===== config.mk =====
export PLATFORM = sky130hd
export DESIGN_NAME = slave_spi_rx
export DESIGN_NICKNAME = d
export VERILOG_FILES = /design/src/rtl/spi_link_pkg.sv /design/src/rtl/sync_fifo.sv /design/src/rtl/slave_spi_rx.sv
export SDC_FILE = /design/constraint.sdc
export NUM_CORES = 1
export LEC_CHECK = 0
export CORE_MARGIN = 3
export CORE_UTILIZATION = 60
export DETAILED_ROUTE_END_ITERATION = 10
export HOLD_SLACK_MARGIN = 0.05
export PLACE_DENSITY = 0.8
export SLEW_MARGIN = 40
export SYNTH_ARGS = -nofsm -noshare
export SYNTH_HDL_FRONTEND = slang
export SYNTH_SLANG_ARGS = --single-unit

===== constraint.sdc =====
create_clock -name clk -period 8.2 [get_ports clk]
set_input_delay 1.23 -clock clk [delete_from_list [all_inputs] [get_ports clk]]
set_output_delay 1.23 -clock clk [all_outputs]
set_load 0.05 [all_outputs]

===== src/rtl/spi_link_pkg.sv =====
// Shared definitions for the serial inter-node link.
// Used by the receive stage, its FIFO and benches.
package spi_link_pkg;

  localparam int WORD_W = 32;

  // Minimum sclk high/low phase in clk periods
  localparam int SCLK_MIN_PHASE = 3;

  typedef enum logic [1:0] {
    IDLE     = 2'd0,
    SHIFT    = 2'd1,
    WAIT_END = 2'd2
  } rx_state_e;

endpackage


===== src/rtl/sync_fifo.sv =====
// Small show-ahead FIFO with registered head output.
// A pushed word reaches the head one cycle after its write.
module sync_fifo #(
  parameter int WIDTH = 32,
  parameter int DEPTH = 4
) (
  input  logic                       clk,
  input  logic                       reset,
  input  logic                       push,
  input  logic [WIDTH-1:0]           wdata,
  input  logic                       pop,
  output logic [WIDTH-1:0]           rdata,
  output logic                       rvalid,
  output logic                       full,
  output logic                       empty,
  output logic [$clog2(DEPTH):0]     fill
);

  localparam int AW = $clog2(DEPTH);
  localparam logic [AW:0] FULL_CNT = (AW+1)'(DEPTH);

  logic [WIDTH-1:0] mem_q [DEPTH];
  logic [AW:0]      wr_q, wr_d;
  logic [AW:0]      rd_q, rd_d;
  logic [AW:0]      cnt;
  logic [WIDTH-1:0] rdata_q, rdata_d;
  logic             rvalid_q, rvalid_d;
  logic             pop_ok;
  logic             wr_ok;

  assign cnt    = wr_q - rd_q;
  assign full   = (cnt == FULL_CNT);
  assign empty  = (cnt == '0);
  assign fill   = cnt;
  assign rdata  = rdata_q;
  assign rvalid = rvalid_q;

  // A pop only counts while a head word is shown; a full FIFO
  // accepts a push when the same cycle frees a slot.
  assign pop_ok = pop & rvalid_q;
  assign wr_ok  = push & (~full | pop_ok);

  // Pointer and head-register next state
  always_comb begin
    wr_d     = wr_q + {{AW{1'b0}}, wr_ok};
    rd_d     = rd_q + {{AW{1'b0}}, pop_ok};
    rvalid_d = (cnt - {{AW{1'b0}}, pop_ok}) != '0;
    rdata_d  = rvalid_d ? mem_q[rd_d[AW-1:0]] : rdata_q;
  end

  // Storage array, no reset needed
  always_ff @(posedge clk) begin
    if (wr_ok) mem_q[wr_q[AW-1:0]] <= wdata;
  end

  // Pointers and registered head
  always_ff @(posedge clk or posedge reset) begin
    if (reset) begin
      wr_q     <= '0;
      rd_q     <= '0;
      rdata_q  <= '0;
      rvalid_q <= 1'b0;
    end else begin
      wr_q     <= wr_d;
      rd_q     <= rd_d;
      rdata_q  <= rdata_d;
      rvalid_q <= rvalid_d;
    end
  end

endmodule


===== src/rtl/slave_spi_rx.sv =====
// Serial link receiver: synchronise, deserialise MSB first,
// and queue completed words for the node receiver.
module slave_spi_rx
  import spi_link_pkg::*;
#(
  parameter int WIDTH = WORD_W,
  parameter int DEPTH = 4
) (
  input  logic                   clk,
  input  logic                   reset,
  input  logic                   ser_cs,
  input  logic                   ser_sclk,
  input  logic                   ser_mosi,
  output logic [WIDTH-1:0]       out_data,
  output logic                   out_cs,
  input  logic                   out_ready,
  output logic [$clog2(DEPTH):0] fill,
  output logic                   overflow,
  output logic                   frame_err,
  input  logic                   clear_err
);

  localparam int CW = $clog2(WIDTH + 1);
  localparam logic [CW-1:0] LAST = CW'(WIDTH - 1);

  logic [2:0]       sclk_q;
  logic [1:0]       cs_q;
  logic [1:0]       mosi_q;
  logic             rise, cs_s, mosi_s;

  rx_state_e        state_q, state_d;
  logic [WIDTH-1:0] shreg_q, shreg_d;
  logic [CW-1:0]    bitcnt_q, bitcnt_d;
  logic             push_q, push_d;
  logic             ferr_set;
  logic             overflow_q, overflow_d;
  logic             frame_err_q, frame_err_d;

  logic             full, empty, pop;

  // Two-flop synchronisers, plus sclk history for edge detect
  always_ff @(posedge clk or posedge reset) begin
    if (reset) begin
      sclk_q <= '0;
      cs_q   <= '0;
      mosi_q <= '0;
    end else begin
      sclk_q <= {sclk_q[1:0], ser_sclk};
      cs_q   <= {cs_q[0], ser_cs};
      mosi_q <= {mosi_q[0], ser_mosi};
    end
  end

  assign rise   = sclk_q[1] & ~sclk_q[2];
  assign cs_s   = cs_q[1];
  assign mosi_s = mosi_q[1];

  // FSM state register
  always_ff @(posedge clk or posedge reset) begin
    if (reset) state_q <= IDLE;
    else       state_q <= state_d;
  end

  // FSM next state
  always_comb begin
    state_d = state_q;
    unique case (state_q)
      IDLE: if (cs_s) state_d = SHIFT;
      SHIFT: begin
        if (!cs_s)
          state_d = IDLE;
        else if (rise && bitcnt_q == LAST)
          state_d = WAIT_END;
      end
      WAIT_END: if (!cs_s) state_d = IDLE;
      default: state_d = IDLE;
    endcase
  end

  // FSM outputs: shifting, bit count, push and framing error
  always_comb begin
    shreg_d  = shreg_q;
    bitcnt_d = bitcnt_q;
    push_d   = 1'b0;
    ferr_set = 1'b0;
    unique case (state_q)
      SHIFT: begin
        if (!cs_s) begin
          ferr_set = (bitcnt_q != '0);
          bitcnt_d = '0;
        end else if (rise) begin
          shreg_d  = {shreg_q[WIDTH-2:0], mosi_s};
          bitcnt_d = bitcnt_q + CW'(1);
          push_d   = (bitcnt_q == LAST);
        end
      end
      default: bitcnt_d = '0;
    endcase
  end

  // Sticky flags; a clear wins over a same-cycle set
  always_comb begin
    overflow_d  = overflow_q;
    frame_err_d = frame_err_q;
    if (clear_err) begin
      overflow_d  = 1'b0;
      frame_err_d = 1'b0;
    end else begin
      if (push_q && full && !pop) overflow_d = 1'b1;
      if (ferr_set) frame_err_d = 1'b1;
    end
  end

  // Datapath and flag registers
  always_ff @(posedge clk or posedge reset) begin
    if (reset) begin
      shreg_q     <= '0;
      bitcnt_q    <= '0;
      push_q      <= 1'b0;
      overflow_q  <= 1'b0;
      frame_err_q <= 1'b0;
    end else begin
      shreg_q     <= shreg_d;
      bitcnt_q    <= bitcnt_d;
      push_q      <= push_d;
      overflow_q  <= overflow_d;
      frame_err_q <= frame_err_d;
    end
  end

  assign pop       = out_cs & out_ready;
  assign overflow  = overflow_q;
  assign frame_err = frame_err_q;

  sync_fifo #(
    .WIDTH (WIDTH),
    .DEPTH (DEPTH)
  ) u_fifo (
    .clk    (clk),
    .reset  (reset),
    .push   (push_q),
    .wdata  (shreg_q),
    .pop    (pop),
    .rdata  (out_data),
    .rvalid (out_cs),
    .full   (full),
    .empty  (empty),
    .fill   (fill)
  );

  logic unused_empty;
  assign unused_empty = empty;

endmodule


==> reports/qor.yml <==
hold_depth: 0
viasPerCell: 5.80
dp_slack_ps: 4400
reg2reg_slack_ps: 4770
vias: 3746
reg2reg_to: "u_fifo.mem_q[0][20]"
whs_endpoint: "sclk_q[1]"
cp-start-kind: "flip-flop"
max_cap_violations: 0
min_from: "sclk_q[0]"
ios: 45
fin_setup_tns_ps: 0
finalSetupViolCount: 0
finalCriticalPeriod_ps: 4200
layout_setup_ws_ps: 4000
leakage_nw: 3.68
fp.dieH_um: 123
synth.area.top_cells: "edfxtp_1 (47%), dfrtp_1 (27%), mux4_2 (8.8%)"
nets: 470
yosys.area.top_type: "edfxtp_1"
finalCritPeriodShare: 0.512
hold_viol: 0
syn2layout_area_growth_pct: 16.8
start_util: 0.617
path_max_fanout: 4
syn_area_sq_um: 8210
crit-reg2reg-launch: "u_fifo.wr_q[0]"
relSlewSlack: 0.472
drive_gt1_frac: 0.315
rsz0062_at_grt: "false"
ys.warnings.count: 0
synthCells: 393
post-route-util: 0.721
syn-num-nets: 409
worstPathArrival_ps: 2970
dp_hpwl_mm: 7.43
antenna_cells: 0
clkLatencyLatePin_ps: 490
cts_tree: "done"
netlist.area_leader.share: 0.468
worst_setup_path_end_kind: "output pin"
die_w_um: 123
io_buffers: 44
antenna_found_initial: 0
routedWlPerCell_um: 21.5
cts_setup_buffers: 0
routabilityCongestion: 0.763
final_cell_mix: "edfxtp_1 (128), dfrtp_1 (89), clkdlybuf4s50_1 (44), mux2_2 (35), mux4_2 (32)"
first_iter_violations: 204
fp.dieArea_sq_um: 15100
synth.distinct_cells: 32
cts.sinks: 217
htree_levels: 1
synth_area_per_cell_sq_um: 20.9
cts.clk_slew.worst_paths_ps: 60
cts_resized: 0
finalClockSkew_ps: 9.58
ant_nets: 0
power.density_nw_per_um2: 333
whs_ps: 346
overflow: 0
critPathKind: "flip-flop to output pin"
hold_buffers: 0
row_count: 42
max_slew.worst_pin.slew_ps: 789
fmax_mhz: 238
run_status: "finished clean"
grt_max_degree: 73
layout_commonest_cell: "edfxtp_1"
cp_data_required_time_ps: 6970
clock-root-buffer: "clkbuf_16"
hold_class: "flip-flop to flip-flop"
drtPass1Iterations: 4
ir_drop_mv: 0.310
cts_buffer_depth: 3
synth-seq-cells: 217
reg2regPathDepth: 8
cts_buffers: 22
ys_seq_area_frac: 0.740
drv_slew: 0
grt.total_usage: 0.197
grt_pass1_vias: 4073
totalWireLength_mm: 13.9
core_area_sq_um: 13300
drc_errors: 0
grt_pass1_wl_mm: 22.5
-- per-stage QoR --
step | instance area, sq um | instances | power, mW
after floorplan | 8210 | 393 | 2.05
after global placement | 8840 | 606 | 2.22
after detailed placement | 8870 | 606 | 2.23
after CTS | 9580 | 646 | 3.22
after global routing | 9590 | 646 | 3.32
final | 9590 | 646 | 3.19
-- layout make-up --
cell class,count,area (sq um)
timing repair buffer,52,504
tap,176,220
fill,755,3700
clock buffer,29,608
clock inverter,11,104
multi-input combinational,151,2040
sequential,217,6070
inverter,10,38.8
-- power by group --
part           internal (mW)  leakage, nW  total [mW]  switching, mW
Sequential              1.23         2.32        1.28         0.0484
Combinational          0.439         1.01       0.936          0.498
Clock                  0.585        0.358       0.977          0.392
Total                   2.25         3.68        3.19          0.938
-- worst max path at each step --
| stage | start | endpoint | slack, ps | cells after the start |
|---|---|---|---|---|
| detailed placement | out_ready | u_fifo.rdata[0] | 4400 | 6 |
| CTS | u_fifo.wr_q[0] | fill[2] | 3990 | 6 |
| global route | u_fifo.wr_q[0] | fill[2] | 3890 | 6 |
| finish | u_fifo.wr_q[0] | fill[2] | 4000 | 6 |
| floorplan | u_fifo.wr_q[0] | u_fifo.mem_q[1][0] | 3780 | 7 |
| global placement | out_ready | u_fifo.mem_q[1][23] | 4390 | 6 |
-- state kept, by name (all words and copies together) (netlist names) --
signal,flops
push_q,1
u_fifo.mem_q,128
u_fifo.rdata,32
u_fifo.rvalid,1
overflow,1
shreg_q,32
u_fifo.wr_q,3
state_q,2
u_fifo.rd_q,3
cs_q,2
sclk_q,3
frame_err,1
bitcnt_q,6
mosi_q,2
-- layer usage --
metal,up-vias,GRT usage,share of wire,wire [um]
li1,1644,-,-,-
met1,1977,0.276,0.42,5780
met2,102,0.324,0.52,7200
met3,23,0.0334,0.048,662
met4,0,0.0581,0.017,230
met5,-,0,0,0
-- cell families (layout without fill, tap and decap cells) --
kind of cell	Yosys count	after routing	synth area share
xor gates and xnor gates	9	9	0.0114
muxes	97	97	0.190
DFF	217	217	0.740
AOI/OAI and AO/OA	3	3	0.00198
buffers and inverters	25	102	0.0192
and+or+nand+nor	33	33	0.0230
adders and majority gates	9	9	0.0146
-- critical path: stages (launching register included) --
cell	delay, ps
dfrtp_1	500
inv_1	180
ha_1	230
fa_1	390
xnor3_2	280
inv_1	80
clkdlybuf4s50_1	820
-- cell usage after synthesis (all sizes together) --
library cell,count
nor3,5
mux2,64
xor2,7
and4b,1
nor2b,1
mux2i,1
a21oi,2
nor4,1
ha,8
and3b,1
and3,2
mux4,32
nor2,10
dfrtp,89
nor3b,2
nand3b,2
buf,10
a31oi,1
inv,10
nand2,1
nand2b,1
edfxtp,128
nand4,4
fa,1
xnor3,1
and2,2
clkbuf,5
xnor2,1
No activity file was read; power rests on OpenSTA's default activity.
